## src/rtl/sequenciador_resposta_tx_pkg.sv

```systemverilog
// Shared types and constants for the UART response sequencer: FSM state codes,
// frame layout and the default watchdog limit.
package sequenciador_resposta_tx_pkg;

    localparam int LARGURA_QUADRO        = 16;
    localparam int LARGURA_WATCHDOG      = 16;
    localparam int CICLOS_TIMEOUT_PADRAO = 4096;

    typedef enum logic [2:0] {
        ESPERA   = 3'd0,
        CARREGA  = 3'd1,
        INICIA0  = 3'd2,
        AGUARDA0 = 3'd3,
        PREPARA1 = 3'd4,
        INICIA1  = 3'd5,
        AGUARDA1 = 3'd6
    } estado_t;

    // Code byte in the upper half so it leaves the FIFO as byte 0.
    typedef struct packed {
        logic [7:0] codigo;
        logic [7:0] dado;
    } quadro_t;

endpackage

```

## src/rtl/sequenciador_resposta_tx_fila.sv

```systemverilog
// Synchronous frame FIFO with wrap-around pointers; full/empty derive from an
// occupancy counter one bit wider than the pointers.
module fila_quadros
    import sequenciador_resposta_tx_pkg::*;
#(
    parameter int PROFUNDIDADE     = 4,
    parameter int LARGURA_PONTEIRO = 2
) (
    input  logic                      clock,
    input  logic                      reset,
    input  logic                      push,
    input  logic                      pop,
    input  logic [LARGURA_QUADRO-1:0] dado_entrada,
    output logic [LARGURA_QUADRO-1:0] dado_saida,
    output logic                      cheia,
    output logic                      vazia
);

    localparam logic [LARGURA_PONTEIRO:0]   CAPACIDADE = (LARGURA_PONTEIRO+1)'(PROFUNDIDADE);
    localparam logic [LARGURA_PONTEIRO:0]   CONTA_UM   = (LARGURA_PONTEIRO+1)'(1);
    localparam logic [LARGURA_PONTEIRO-1:0] PTR_UM     = (LARGURA_PONTEIRO)'(1);

    logic [LARGURA_QUADRO-1:0]   memoria [PROFUNDIDADE];
    logic [LARGURA_PONTEIRO-1:0] ptr_escrita;
    logic [LARGURA_PONTEIRO-1:0] ptr_leitura;
    logic [LARGURA_PONTEIRO:0]   contagem;
    logic                        escreve;
    logic                        le;

    assign cheia      = (contagem == CAPACIDADE);
    assign vazia      = (contagem == '0);
    // Fullness is judged before any same-cycle pop, so a push while full is lost.
    assign escreve    = push && !cheia;
    assign le         = pop && !vazia;
    assign dado_saida = memoria[ptr_leitura];

    always_ff @(posedge clock or posedge reset) begin
        if (reset) begin
            ptr_escrita <= '0;
            ptr_leitura <= '0;
            contagem    <= '0;
        end else begin
            if (escreve) ptr_escrita <= ptr_escrita + PTR_UM;
            if (le)      ptr_leitura <= ptr_leitura + PTR_UM;
            case ({escreve, le})
                2'b10:   contagem <= contagem + CONTA_UM;
                2'b01:   contagem <= contagem - CONTA_UM;
                default: contagem <= contagem;
            endcase
        end
    end

    always_ff @(posedge clock) begin
        if (escreve) memoria[ptr_escrita] <= dado_entrada;
    end

endmodule

```

## src/rtl/sequenciador_resposta_tx.sv

```systemverilog
// Feeds buffered 2-byte response frames to the UART transmitter, one
// start/done handshake per byte, with a watchdog on each done indication.
module sequenciador_resposta_tx
    import sequenciador_resposta_tx_pkg::*;
#(
    parameter int PROFUNDIDADE_FILA = 4,
    parameter int LARGURA_PONTEIRO  = 2,
    parameter int CICLOS_TIMEOUT    = CICLOS_TIMEOUT_PADRAO
) (
    input  logic       clock,
    input  logic       reset,
    input  logic       quadroValido,
    input  logic [7:0] codigoResposta,
    input  logic [7:0] dadoResposta,
    output logic       filaCheia,
    output logic       filaVazia,
    output logic       erroEstouro,
    output logic       erroTimeout,
    output logic       haDadosParaTransmitir,
    output logic [7:0] byteASerTransmitido,
    input  logic       indicaTransmissao,
    input  logic       bitsEstaoEnviados,
    output logic       ocupado
);

    localparam logic [LARGURA_WATCHDOG-1:0] LIMITE_WATCHDOG = LARGURA_WATCHDOG'(CICLOS_TIMEOUT - 1);
    localparam logic [LARGURA_WATCHDOG-1:0] WATCHDOG_UM     = LARGURA_WATCHDOG'(1);

    estado_t                     estado;
    quadro_t                     quadro_novo;
    quadro_t                     quadro_topo;
    logic [7:0]                  byte1;
    logic                        done_q;
    logic                        done_borda;
    logic [LARGURA_WATCHDOG-1:0] watchdog;
    logic                        pop;

    assign quadro_novo = '{codigo: codigoResposta, dado: dadoResposta};
    assign pop         = (estado == CARREGA);
    assign ocupado     = (estado != ESPERA);

    fila_quadros #(
        .PROFUNDIDADE     (PROFUNDIDADE_FILA),
        .LARGURA_PONTEIRO (LARGURA_PONTEIRO)
    ) u_fila (
        .clock        (clock),
        .reset        (reset),
        .push         (quadroValido),
        .pop          (pop),
        .dado_entrada (quadro_novo),
        .dado_saida   (quadro_topo),
        .cheia        (filaCheia),
        .vazia        (filaVazia)
    );

    always_ff @(posedge clock or posedge reset) begin
        if (reset) erroEstouro <= 1'b0;
        else       erroEstouro <= quadroValido && filaCheia;
    end

    // Done may be held for several cycles; only its rising edge advances the FSM.
    always_ff @(posedge clock or posedge reset) begin
        if (reset) begin
            done_q     <= 1'b0;
            done_borda <= 1'b0;
        end else begin
            done_q     <= bitsEstaoEnviados;
            done_borda <= bitsEstaoEnviados && !done_q;
        end
    end

    // byteASerTransmitido doubles as the byte-0 holding register.
    always_ff @(posedge clock or posedge reset) begin
        if (reset) begin
            estado                <= ESPERA;
            haDadosParaTransmitir <= 1'b0;
            byteASerTransmitido   <= '0;
            byte1                 <= '0;
            erroTimeout           <= 1'b0;
            watchdog              <= '0;
        end else begin
            haDadosParaTransmitir <= 1'b0;
            erroTimeout           <= 1'b0;
            case (estado)
                ESPERA: begin
                    if (!filaVazia && !indicaTransmissao) estado <= CARREGA;
                end
                CARREGA: begin
                    byteASerTransmitido   <= quadro_topo.codigo;
                    byte1                 <= quadro_topo.dado;
                    haDadosParaTransmitir <= 1'b1;
                    estado                <= INICIA0;
                end
                INICIA0: begin
                    watchdog <= '0;
                    estado   <= AGUARDA0;
                end
                AGUARDA0: begin
                    if (done_borda) begin
                        estado <= PREPARA1;
                    end else if (watchdog == LIMITE_WATCHDOG) begin
                        erroTimeout <= 1'b1;
                        estado      <= ESPERA;
                    end else if (watchdog != '1) begin
                        watchdog <= watchdog + WATCHDOG_UM;
                    end
                end
                PREPARA1: begin
                    if (!indicaTransmissao && !bitsEstaoEnviados) begin
                        byteASerTransmitido   <= byte1;
                        haDadosParaTransmitir <= 1'b1;
                        estado                <= INICIA1;
                    end
                end
                INICIA1: begin
                    watchdog <= '0;
                    estado   <= AGUARDA1;
                end
                AGUARDA1: begin
                    if (done_borda) begin
                        estado <= ESPERA;
                    end else if (watchdog == LIMITE_WATCHDOG) begin
                        erroTimeout <= 1'b1;
                        estado      <= ESPERA;
                    end else if (watchdog != '1) begin
                        watchdog <= watchdog + WATCHDOG_UM;
                    end
                end
                default: estado <= ESPERA;
            endcase
        end
    end

endmodule
```

## config.mk

```make
export PLATFORM = sky130hd
export DESIGN_NAME = sequenciador_resposta_tx
export DESIGN_NICKNAME = d
export VERILOG_FILES = /design/src/rtl/sequenciador_resposta_tx_pkg.sv /design/src/rtl/sequenciador_resposta_tx_fila.sv /design/src/rtl/sequenciador_resposta_tx.sv
export SDC_FILE = /design/constraint.sdc
export NUM_CORES = 1
export LEC_CHECK = 0
export CORE_ASPECT_RATIO = 1.5
export CORE_MARGIN = 2
export CORE_UTILIZATION = 62
export CTS_BUF_LIST = sky130_fd_sc_hd__clkbuf_4 sky130_fd_sc_hd__clkbuf_8 sky130_fd_sc_hd__clkbuf_16
export DETAILED_ROUTE_END_ITERATION = 7
export PLACE_DENSITY = 0.84
export SLEW_MARGIN = 0
export SYNTH_ARGS = -nofsm -noshare
export SYNTH_HDL_FRONTEND = slang
export SYNTH_SLANG_ARGS = --single-unit
```

## constraint.sdc

```tcl
create_clock -name clock -period 6.1 [get_ports clock]
set_clock_uncertainty 0.05 [all_clocks]
set_input_delay 0.61 -clock clock [delete_from_list [all_inputs] [get_ports clock]]
set_output_delay 0.61 -clock clock [all_outputs]
set_load 0.02 [all_outputs]
```

==> flow_metrics.tcl <==
set metrics [dict create \
    cts.sinks 111 \
    root_buffer "clkbuf_16" \
    start_util_pct 62.8 \
    critical_path.startpoint_type "flip-flop" \
    setup.worst_path.class "reg -> reg" \
    drtIter0Drc 181 \
    clock_tree_from_tritoncts "done" \
    power.net_switching_w 0.000788 \
    critPathMaxStageDelay_ns 0.56 \
    path_cells "nor3b_1 > buf_4 > nor2b_1 > ha_1 > inv_1 > fa_1 > xor2_1 > nor2_1 > xor2_1" \
    gp_routability_congestion 0.941 \
    totalWireLength_mm 8.18 \
    die_area_mm2 0.00834 \
    timing.max_cap.violations 0 \
    power.share.clock_pct 23.2 \
    crit_path_start "estado[0]" \
    synth.cell_area_mm2 0.00472 \
    seq_power_share_pct 47.6 \
    static_leakage_nw 2.05 \
    numCtsBuffers 9 \
    via_count_of_the_first_global_routing_pass 2829 \
    slew-limit-headroom_pct 28.3 \
    die-height_um 111 \
    dpl.hpwl_mm 5.45 \
    via_count 2702 \
    synth-edff-count 64 \
    grt_antenna_before_repair 0 \
    place.port_buffers 34 \
    yosys_most_used_dff "edfxtp_1" \
    nets 377 \
    crit_path_max_fanout 12 \
    grt_pass1_wl_mm 13.5 \
    boundaryPins 35 \
    critPathCaptureType "flip-flop" \
    global_route.usage.total_pct 22.1 \
    timing.final.setup_violations 0 \
    final_antenna_net_count 0 \
    syn_inst 314 \
    drive_above_1_share_pct 13.3 \
    layout_min_cycle_time_ns 2.52 \
    synthToLayoutAreaGrowth_pct 15.1 \
    grt_max_degree 48 \
    fin_crit_sh_pct 41.2 \
    tns_ns 0 \
    worstHoldPathType "reg -> reg" \
    crit_path_top_delay_cell "dfrtp_1" \
    drc_errors 0 \
    cp.arrival_ns 2.74 \
    num_rows 39 \
    worst_ep_required_time_ns 6.32 \
    hold_start "done_q" \
    layout.cells.most_common_list "64 x edfxtp_1, 47 x dfrtp_1, 34 x clkdlybuf4s50_1" \
    critical-path-top-cell-by-count "xor2_1" \
    number_of_buffers_inserted_to_repair_setup_after_cts 0 \
    rsz_0062_raised_after_global_routing "false" \
    avgSynthCellArea_um2 15.0 \
    netlist-cell-type-count 48 \
    finalInstanceArea_mm2 0.00543 \
    tightestPinTransition_ns 1.08 \
    clkTransAtPathRegs_ns 0.07 \
    outcome "completed" \
    synth-async-reset-ratio_pct 42.3 \
    clk_path_buf_depth 2 \
    cts-resized-gates 0 \
    ys_warn_count 0 \
    intPower_w 0.00164 \
    synth_seq_cells 111 \
    route.detailed.wl_per_inst_um 17.9 \
    r2r-start "estado[0]" \
    filler_cell_count 512 \
    die_width_um 75.2 \
    ctsHoldBuffers 0 \
    p_comb_share_pct 29.2 \
    clock_latency_ns 0.35 \
    hold_viol 0 \
    most_common_cell_after_layout_fill_and_taps_aside "edfxtp_1" \
    max_freq_mhz 398 \
    synth.yosys.seq_area_share_pct 65.6 \
    irDropWorstVdd_mv 0.341 \
    core-area_mm2 0.00751 \
    vias_per_cell 5.93 \
    powerDensity_mw_per_mm2 447 \
    number_of_levels_the_h_tree_was_split_into 3 \
    grt_remaining_overflow 0 \
    postSynthNetCount 342 \
    detailedRoute.firstPassIterationCount 4 \
    final_slew_viol_count 0 \
    placed_cell_area_mm2 0.00515 \
    switching_part_of_the_total_pct 32.5 \
    insertedDiodeCount 0 \
]
==> power by group through the flow <==
stage	sequential, W	combinational [W]	clock, W
4_1_cts	0.00116	0.000718	0.000568
5_1_grt	0.00119	0.000781	0.000600
3_5_place_dp	0.00117	0.000711	0
6_report	0.00116	0.000709	0.000562
2_1_floorplan	0.00111	0.000541	0
3_3_place_gp	0.00116	0.000682	0
==> synth_stat cells, types with 2 or more instances <==
cell / n / area [um2]
dfrtp_1: 47 / 1180
buf_2: 6 / 30.0
a21oi_1: 8 / 40.0
or4_1: 5 / 37.5
edfxtp_1: 64 / 1920
nand4_1: 5 / 31.3
mux4_2: 16 / 360
and2_1: 4 / 25.0
and4_1: 2 / 17.5
nor2b_1: 3 / 18.8
or3_1: 6 / 37.5
nor3b_1: 3 / 22.5
o311ai_0: 2 / 17.5
o31ai_1: 8 / 60.1
nand3_1: 7 / 35.0
a2111oi_0: 2 / 17.5
nand2_1: 25 / 93.8
mux2_2: 9 / 101
xor2_1: 3 / 26.3
xnor2_1: 3 / 26.3
clkbuf_1: 3 / 11.3
nor2_1: 8 / 30.0
inv_1: 14 / 52.6
and3_1: 7 / 43.8
o21ai_1: 2 / 10.0
ha_1: 6 / 75.1
mux2i_1: 16 / 160
o21ai_0: 10 / 50.1
==> final timing paths <==
check / depth (start not counted) / slack [ns] / end
min in group asynchronous: 2 / 0.75 / watchdog[6]
max in group asynchronous: 2 / 4.64 / u_fila.ptr_escrita[1]
min: 1 / 0.35 / done_borda
min reg2reg: 1 / 0.35 / done_borda
max: 9 / 3.58 / u_fila.contagem[2]
max reg2reg: 9 / 3.58 / u_fila.contagem[2]
==> layout make-up <==
class	count	area [um2]	area share, %
tap	102	128	2.35
clock buffer	9	225	4.15
timing repair buffer	36	355	6.54
multi-input combinational	177	1510	27.8
clock inverter	7	61.3	1.13
sequential	111	3100	57.0
inverter	14	52.6	0.967
==> state kept, by name, summed over array words and instances (netlist names) <==
register / flops
byte1: 8
byteASerTransmitido: 8
done_borda: 1
done_q: 1
erroEstouro: 1
erroTimeout: 1
estado: 3
haDadosParaTransmitir: 1
u_fila.contagem: 3
u_fila.memoria: 64
u_fila.ptr_escrita: 2
u_fila.ptr_leitura: 2
watchdog: 16
==> through the flow <==
| stage | std cells | utilization, % | power [W] | hold slack (ns) | worst slack [ns] |
|---|---|---|---|---|---|
| 3_3_place_gp | 440 | 68.5 | 0.00184 | 0.338 | 3.67 |
| 4_1_cts | 456 | 72.3 | 0.00245 | 0.350 | 3.57 |
| 3_5_place_dp | 440 | 68.5 | 0.00188 | 0.340 | 3.60 |
| 6_report | 456 | 72.3 | 0.00243 | 0.347 | 3.58 |
| 5_1_grt | 456 | 72.3 | 0.00257 | 0.357 | 3.40 |
| 2_1_floorplan | 314 | - | 0.00165 | 0.328 | 3.70 |
==> cell families after synthesis <==
logic type,after synthesis,synth area share (%)
flip-flops,111,65.6
AND/OR/NAND/NOR,79,8.91
AO/OA/AOI/OAI,43,6.49
multiplexers,41,13.2
buffers and inverters,26,2.33
XOR/XNOR,7,1.46
adder cells (fa/ha/maj),7,2.01
==> per-layer routing <==
layer	up-vias	wire length [um]	track usage (%)	part of all wire, %
met1	1365	3410	28.0	42
li1	1272	-	-	-
met4	0	129	8.30	1.6
met2	53	4390	36.4	54
met5	-	0	0	0
met3	12	254	5.55	3.1
==> worst max-delay path, delay by kind of cell, from the launching register on <==
kind / cells / cell delay, ns
buf+inv: 2 / 0.28
simple gates: 3 / 0.64
fa+ha+maj: 2 / 0.60
xor+xnor: 2 / 0.31
flops: 1 / 0.56
Note: power is estimated with default switching activity, not from simulation.
